==> config.mk <==
export PLATFORM = sky130hd
export DESIGN_NAME = cdb_result_buffer
export DESIGN_NICKNAME = d
export VERILOG_FILES = /design/src/rtl/cdb_result_buffer.sv
export SDC_FILE = /design/constraint.sdc
export NUM_CORES = 1
export LEC_CHECK = 0
export CORE_MARGIN = 3
export CORE_UTILIZATION = 49
export CTS_CLUSTER_DIAMETER = 40
export DETAILED_ROUTE_END_ITERATION = 10
export PLACE_DENSITY = 0.78
export REMOVE_ABC_BUFFERS = 1
export SLEW_MARGIN = 15
export SYNTH_ARGS = -nofsm -noshare
export SYNTH_HDL_FRONTEND = slang
export SYNTH_SLANG_ARGS = --single-unit
==> constraint.sdc <==
create_clock -name clock -period 2.88 [get_ports clock]
set_input_delay 0.432 -clock clock [delete_from_list [all_inputs] [get_ports clock]]
set_output_delay 0.432 -clock clock [all_outputs]
set_load 0.05 [all_outputs]
==> src/rtl/cdb_result_buffer.sv <==
// rtl/cdb_result_buffer.sv - per-FU completion FIFO feeding the CDB arbiter
//
// Captures finished FU results (tag + data) into a small circular FIFO and
// raises one CDB request per buffered result. It presents the head entry
// combinationally on the grant cycle, and back-pressures the FU when the
// FIFO is full.
//
// Optional feature: define CDB_RESULT_BUFFER_BYPASS_EN to let request_out
// also assert in the arrival cycle of a push into an empty buffer. The
// entry is still written to the FIFO and is popped from head on the
// following (grant) cycle.
//
// Ports:
//   clock, reset      system clock, synchronous active-high reset
//   squash            flush; discards every buffered result
//   fu_valid_in       FU result valid this cycle
//   fu_tag_in         destination physical tag
//   fu_data_in        result value
//   fu_ready_out      buffer can accept a result this cycle
//   request_out       CDB request to the arbiter
//   grant_in          registered CDB grant (one cycle after request)
//   cdb_valid_out     result presented to the CDB mux (grant cycle)
//   cdb_tag_out       presented tag (0 when not presenting)
//   cdb_data_out      presented data (0 when not presenting)
//   count_out         occupancy (debug)
module cdb_result_buffer #(
   parameter int DEPTH  = 2,
   parameter int TAG_W  = 6,
   parameter int DATA_W = 32
) (
   input  logic                     clock,
   input  logic                     reset,
   input  logic                     squash,
   input  logic                     fu_valid_in,
   input  logic [TAG_W-1:0]         fu_tag_in,
   input  logic [DATA_W-1:0]        fu_data_in,
   output logic                     fu_ready_out,
   output logic                     request_out,
   input  logic                     grant_in,
   output logic                     cdb_valid_out,
   output logic [TAG_W-1:0]         cdb_tag_out,
   output logic [DATA_W-1:0]        cdb_data_out,
   output logic [$clog2(DEPTH):0]   count_out
);

   localparam int PW = $clog2(DEPTH);
   localparam int CW = PW + 1;

   logic [TAG_W-1:0]  tag_q  [DEPTH];
   logic [TAG_W-1:0]  tag_d  [DEPTH];
   logic [DATA_W-1:0] data_q [DEPTH];
   logic [DATA_W-1:0] data_d [DEPTH];
   logic [PW-1:0]     head_q, head_d;
   logic [PW-1:0]     tail_q, tail_d;
   logic [CW-1:0]     count_q, count_d;
   logic              pending_gnt_q, pending_gnt_d;

   logic              push;
   logic              pop;

   // Handshake and presentation, all from registered state plus this
   // cycle's inputs. Ready deliberately ignores a same-cycle pop.
   always_comb begin
      fu_ready_out = (count_q < CW'(DEPTH));
      push         = fu_valid_in && fu_ready_out;
      pop          = grant_in && (count_q != '0);

      // The entry being granted now is already in flight, so only request
      // for what remains after this cycle's pop.
      request_out  = ((count_q - CW'(pop)) != '0);
`ifdef CDB_RESULT_BUFFER_BYPASS_EN
      request_out  = request_out || ((count_q == '0) && push);
`endif

      cdb_valid_out = pop;
      cdb_tag_out   = pop ? tag_q[head_q]  : '0;
      cdb_data_out  = pop ? data_q[head_q] : '0;
      count_out     = count_q;
   end

   // Next-state: squash wins over any same-cycle push or pop.
   always_comb begin
      tag_d         = tag_q;
      data_d        = data_q;
      head_d        = head_q;
      tail_d        = tail_q;
      count_d       = count_q;
      pending_gnt_d = request_out;

      if (squash) begin
         head_d        = '0;
         tail_d        = '0;
         count_d       = '0;
         pending_gnt_d = 1'b0;
      end else begin
         if (push) begin
            tag_d[tail_q]  = fu_tag_in;
            data_d[tail_q] = fu_data_in;
            tail_d         = tail_q + 1'b1;
         end
         if (pop) begin
            head_d = head_q + 1'b1;
         end
         case ({push, pop})
            2'b10:   count_d = count_q + 1'b1;
            2'b01:   count_d = count_q - 1'b1;
            default: count_d = count_q;
         endcase
      end
   end

   always_ff @(posedge clock) begin
      if (reset) begin
         head_q        <= '0;
         tail_q        <= '0;
         count_q       <= '0;
         pending_gnt_q <= 1'b0;
         for (int i = 0; i < DEPTH; i++) begin
            tag_q[i]  <= '0;
            data_q[i] <= '0;
         end
      end else begin
         head_q        <= head_d;
         tail_q        <= tail_d;
         count_q       <= count_d;
         pending_gnt_q <= pending_gnt_d;
         tag_q         <= tag_d;
         data_q        <= data_d;
      end
   end

   // Protocol checks: a result offered while full is lost, and a grant
   // must follow a request and find something to present.
   always_ff @(posedge clock) begin
      if (!reset && !squash) begin
         assert (!(fu_valid_in && !fu_ready_out))
            else $warning("result dropped while buffer full, tag %0h", fu_tag_in);
         assert (!(grant_in && (count_q == '0)))
            else $warning("spurious grant with empty buffer");
         assert (!grant_in || pending_gnt_q || (count_q == '0))
            else $warning("grant without a preceding request");
      end
   end

endmodule

==> metrics, run 1 <==
status completed; clock network power share 37.4%; first-pass GRT wire length 13.5 mm; RSZ-0062 raised after global routing no; drt first-iter violations 142; relative slew slack 50.4%; LEAKAGE approximately 1.5 nW; WL/cell between 10 and 15 um; Mapped Avg Cell Area 7.75 um2; Worst Tran Pin Value roughly 740 ps; Place WS 512 ps; Post-synth EDFFs 0; sw power around 0.00055 W; RD Place Congestion 0.793; largest net degree at the start of global routing 43; Max Buffers Root-to-Sink 2; simple-gate share of the synthesized area a little under a quarter; share of layout cells above drive strength 1 13.2%; clock-pin slew on the worst setup and hold paths 70 ps; Die ar. approximately 8000 um2; gr usage total around 22%; Post-CTS Hold Fix Bufs 0; vias in the first global route 2940; Combinational Power Share 11.7%; Port-buffer cells 85; Overflow after GRT 0; fin crit share 83.3%; fin area approximately 4400 um2; CTS tree built; Initial Utilization 52.1%; CTS sink cnt 80; largest area contributor in the netlist dfxtp_1; Final nets 557; Worst Skew 8.09 ps; # setup viols final 0; top post-synthesis cells by area dfxtp_1 47%, nand2_1 17%, a21oi_1 11%; DRC 0; share of the synthesized area in the top cell type 47.1%; Final ANT Viol Nets 0; io pins 86; Synth Register Bits 80; Pint about 0.0017 W; Crit. End Element output pin; Layout fillers 558; CTS Buf Count 9; H-tree levels 3; DR vias 3129; Synth async-reset ratio 0%; post-synthesis cell count 439; post-synthesis mux area share 11.2%; hpwl dp between 5 and 6 mm; DR pass1 iterations 4; Sw Share 24.0%; required time of the worst setup path 2450 ps; XOR/XNOR Fraction of Synth Area a little over 1%; main combinational cell family by area after synthesis simple AND/OR/NAND/NOR gates; Rows 29; Finished Layout Cells 594; worst vdd ir slightly above 0.4 mV; CTS root buf clkbuf_8; # Max-Cap Violations 0; Core Footprint 6530 um2; Skew-Pair Late Insertion Delay 350 ps; WL final ~8.4 mm; Hold WC Path Type flip-flop to flip-flop; most common cell after layout, fill and taps aside nand2_1; post-CTS resize count 0; synthesized cell area roughly 3400 um2; final setup margin roughly 480 ps; Die Ht about 89 um; post-CTS setup buffer count 0; Syn. warnings 0; Slew Limit Fails 0; Final Hold Fails 0; layout overhead on the synthesized area 30.0%; post-synth cell types 22; Power per Cell Area 518 nW/um2; WP data arrival 1970 ps; most frequent cells in the layout 152 x nand2_1, 79 x dfxtp_1, 76 x a21oi_1; Area after DPL around 4200 um2; Max Clk Rate roughly 420 MHz; vias per std cell between 5 and 6; Antenna diodes 0; Period minus WS final 2400 ps; Die W 89.3 um; Synth Area in Compound Gates 11.8%; initial antenna violation count 0; sequential share of power between 50% and 60%; area share of fa/ha/maj cells after synthesis 0.368%; crit-path max FO 10; critical path class flip-flop to output pin; Top FF cell, synth dfxtp_1; sequential fraction of the synthesis area 47.1%; Placed Cells 579; CP Launch Type flip-flop
[per-stage QoR]
stage                     hold WS (ps)  util (%)  total power [W]  setup TNS (ps)
final                              455      67.7          0.00229               0
after global routing               471      67.7          0.00239               0
after CTS                          456      67.7          0.00231               0
after detailed placement           446      64.6          0.00146               0
after global placement             441      64.6          0.00145               0
after floorplan                    430         -          0.00131           -8230
[cells by family after synthesis]
| logic type | after synthesis |
|---|---|
| AO/OA/AOI/OAI | 80 |
| XOR/XNOR | 4 |
| adder cells (fa/ha/maj) | 1 |
| buffers and inverters | 37 |
| flip-flops | 80 |
| multiplexers | 38 |
| AND/OR/NAND/NOR | 199 |
[Yosys cell counts, drive strengths merged (3+ instances only)]
master / count
inv: 3
a21oi: 76
xor2: 3
nand2: 152
mux2i: 38
o21ai: 3
nor3: 3
dfxtp: 80
buf: 18
nor2: 38
clkbuf: 16
[worst max-delay path, cell delays in order, from the launching register on]
cell and delay (ps):
dfxtp_1 590, inv_1 100, o21ai_0 90, clkdlybuf4s50_1 830
[path summary, 6_finish.rpt]
check	from	depth (start not counted)	end	slack (ps)
max reg2reg	count_out[1]	4	count_out[1]	1150
min	data_q[22]	2	data_q[22]	450
min reg2reg	data_q[22]	2	data_q[22]	450
max	count_out[1]	3	request_out	480
[flip-flops by register name (all words and copies together), names as in the netlist]
name	count
data_q	64
tag_q	12
count_out	2
head_q	1
tail_q	1
[final cells by class]
cell class | instances | area [um2] | share of cell area (%)
clock buffer | 11 | 131 | 2.97
clock inverter | 4 | 70.1 | 1.58
inverter | 3 | 11.3 | 0.255
multi-input combinational | 322 | 1650 | 37.2
sequential | 80 | 1600 | 36.2
tap | 77 | 96.3 | 2.18
timing repair buffer | 97 | 866 | 19.6
[metal layers]
metal	vias up	share of wire [%]	wire length, um	track usage (%)
li1	1565	-	-	-
met1	1466	40	3390	24.1
met2	88	52	4350	39.6
met3	10	6.4	539	5.99
met4	0	1.3	106	6.22
met5	-	0	0	0
[power groups by stage]
stage	combinational [W]	sequential, W	clock [W]
global placement	0.000262	0.00119	0
detailed placement	0.000267	0.00119	0
floorplan	0.000120	0.00119	0
CTS	0.000269	0.00117	0.000877
finish	0.000268	0.00117	0.000858
global route	0.000289	0.00117	0.000929
Note: power is estimated with default switching activity, not from simulation.
==> run 2, diff against run 1 <==
==> constraint.sdc (replaced) <==
create_clock -name clock -period 2.35 [get_ports clock]
set_input_delay 0.3525 -clock clock [delete_from_list [all_inputs] [get_ports clock]]
set_output_delay 0.3525 -clock clock [all_outputs]
set_load 0.05 [all_outputs]
==> run 2 against run 1 <==
Against the previous run: first-iteration DRC count increased by 4.9%; routed wire length increased by 0.82%; utilization increased by 7.6 points; final cell count increased by 0.51%; largest cell class unchanged; combinational power increased by 31%; clock-buffer cell count decreased by 1; global-route usage increased by 0.89 points; total power increased by 24%; highest routed layer unchanged; hold slack improved by 1.7 ps; flip-flop and latch count unchanged; worst setup slack got worse by 280 ps.
==> metrics, run 2 (synthesis gave the netlist of run 1 again) <==
Final nets 559; worst vdd ir around 0.48 mV; gr usage total about 22%; Core Footprint ~6500 um2; WP buf/inv 1; crit-path max FO 10; R2R Path Start count_out[1]; fin area 4920 um2; Die Ht 89.3 um; drt first-iter violations 149; vias in the first global route 3128; Crit. End Element output pin; # Max-Cap Violations 0; Biggest register data_q; required time of the worst setup path around 2000 ps; Worst Skew 8.41 ps; WP data arrival 1800 ps; DR pass1 iterations 4; total power draw 0.00285 W; share of layout cells above drive strength 1 14.2%; Port-buffer cells between 80 and 90; Multi-input gate area between 1500 and 2000 um2; vias per std cell 5.27; Crit path max-delay family buffers and inverters; post-CTS resize count 0; first-pass GRT wire length 14.0 mm; Antenna diodes 0; CP Launch Type flip-flop; Hold Path Origin tag_q[10]; relative slew slack around 65%; Area after DPL 4710 um2; LEAKAGE ~1.7 nW; Rows 29; Layout fillers 484; CTS sink cnt 80; WL/cell ~14 um; Final Hold Fails 0; Post-CTS Hold Fix Bufs 0; CTS Buf Count 9; Min Hold Slack 456 ps; DRC 0; Hold WC Path Type flip-flop to flip-flop; CTS root buf clkbuf_8; hpwl dp 5.64 mm; clock-pin slew on the worst setup and hold paths 70 ps; Worst Tran Pin Value around 520 ps; launch point of the worst path count_out[1]; most frequent cells in the layout 152 x nand2_1, 79 x dfxtp_1, 76 x a21oi_1; RSZ-0062 raised after global routing no; Slew Limit Fails 0; critical path class flip-flop to output pin; status completed; max FFs per register 64; Die ar. 7980 um2; Power per Cell Area 580 nW/um2; Initial Utilization 52.1%; CP max stage cell clkdlybuf4s50_1; Worst path max stage delay 890 ps; WL final 8.45 mm; Max Clk Rate 465 MHz; Final ANT Viol Nets 0; io pins 86; Die W ~90 um; # setup viols final 0; Period minus WS final 2150 ps; H-tree levels 3; RD Place Congestion 0.799; post-CTS setup buffer count 0; initial antenna violation count 0; largest net degree at the start of global routing 81; Skew-Pair Late Insertion Delay 350 ps; DR vias 3146; fin crit share 91.6%; Max Buffers Root-to-Sink 2; CTS tree built; sequential cell area ~1600 um2; Overflow after GRT 0; most common cell after layout, fill and taps aside nand2_1; layout overhead on the synthesized area 44.6%; CP Cell Sequence clkdlybuf4s50_1
run 2: cell types whose count changed in the layout (fill, tap and decap cells not counted), sizes merged:
cell | previous run | this run
buf | 51 | 55
clkinv | 2 | 4
clkbuf | 11 | 10
clkdlybuf4s50 | 46 | 44
run 2: path summary, 6_finish.rpt:
kind                                      to  slack, ps  cells after the start
worst min register to register     tag_q[10]        460                      2
worst max-delay path            count_out[1]        200                      1
worst max register to register  count_out[1]        500                      5
worst min-delay path               tag_q[10]        460                      2
run 2: area by class of cell:
cell class                 count  area share (%)
tap                           77            1.96
clock inverter                 6            1.70
clock buffer                  10            2.59
timing repair buffer          99            27.5
inverter                       3           0.229
sequential                    80            32.6
multi-input combinational    322            33.5
run 2: metal layers:
| metal | vias up | part of all wire [%] | GRT usage, % |
|---|---|---|---|
| met2 | 88 | 52 | 39.7 |
| met4 | 0 | 0.72 | 6.63 |
| met1 | 1479 | 41 | 26.5 |
| met3 | 7 | 6.1 | 5.99 |
| met5 | - | 0 | 0 |
| li1 | 1572 | - | - |
run 2: stage by stage:
stage | utilization, % | TNS, ps | setup slack, ps | cells
finish | 75.3 | 0 | 197 | 597
CTS | 75.3 | 0 | 170 | 597
global route | 75.3 | 0 | 106 | 597
floorplan | - | -35210 | -1470 | 405
detailed placement | 72.1 | 0 | 225 | 581
global placement | 72.1 | 0 | 375 | 581
run 2: where the power goes:
part	switching [W]	internal, W	total [W]
Combinational	0.000189	0.000161	0.000351
Sequential	0.0000256	0.00140	0.00142
Clock	0.000480	0.000595	0.00107
==> run 3, diff against run 2 <==
--- a/config.mk
+++ b/config.mk
@@ -5,6 +5,7 @@
 export SDC_FILE = /design/constraint.sdc
 export NUM_CORES = 1
 export LEC_CHECK = 0
+export CAP_MARGIN = 15
 export CORE_MARGIN = 3
 export CORE_UTILIZATION = 49
 export CTS_CLUSTER_DIAMETER = 40
==> results of run 3 <==
Final layout, timing and power as in run 2 (identical DEF).
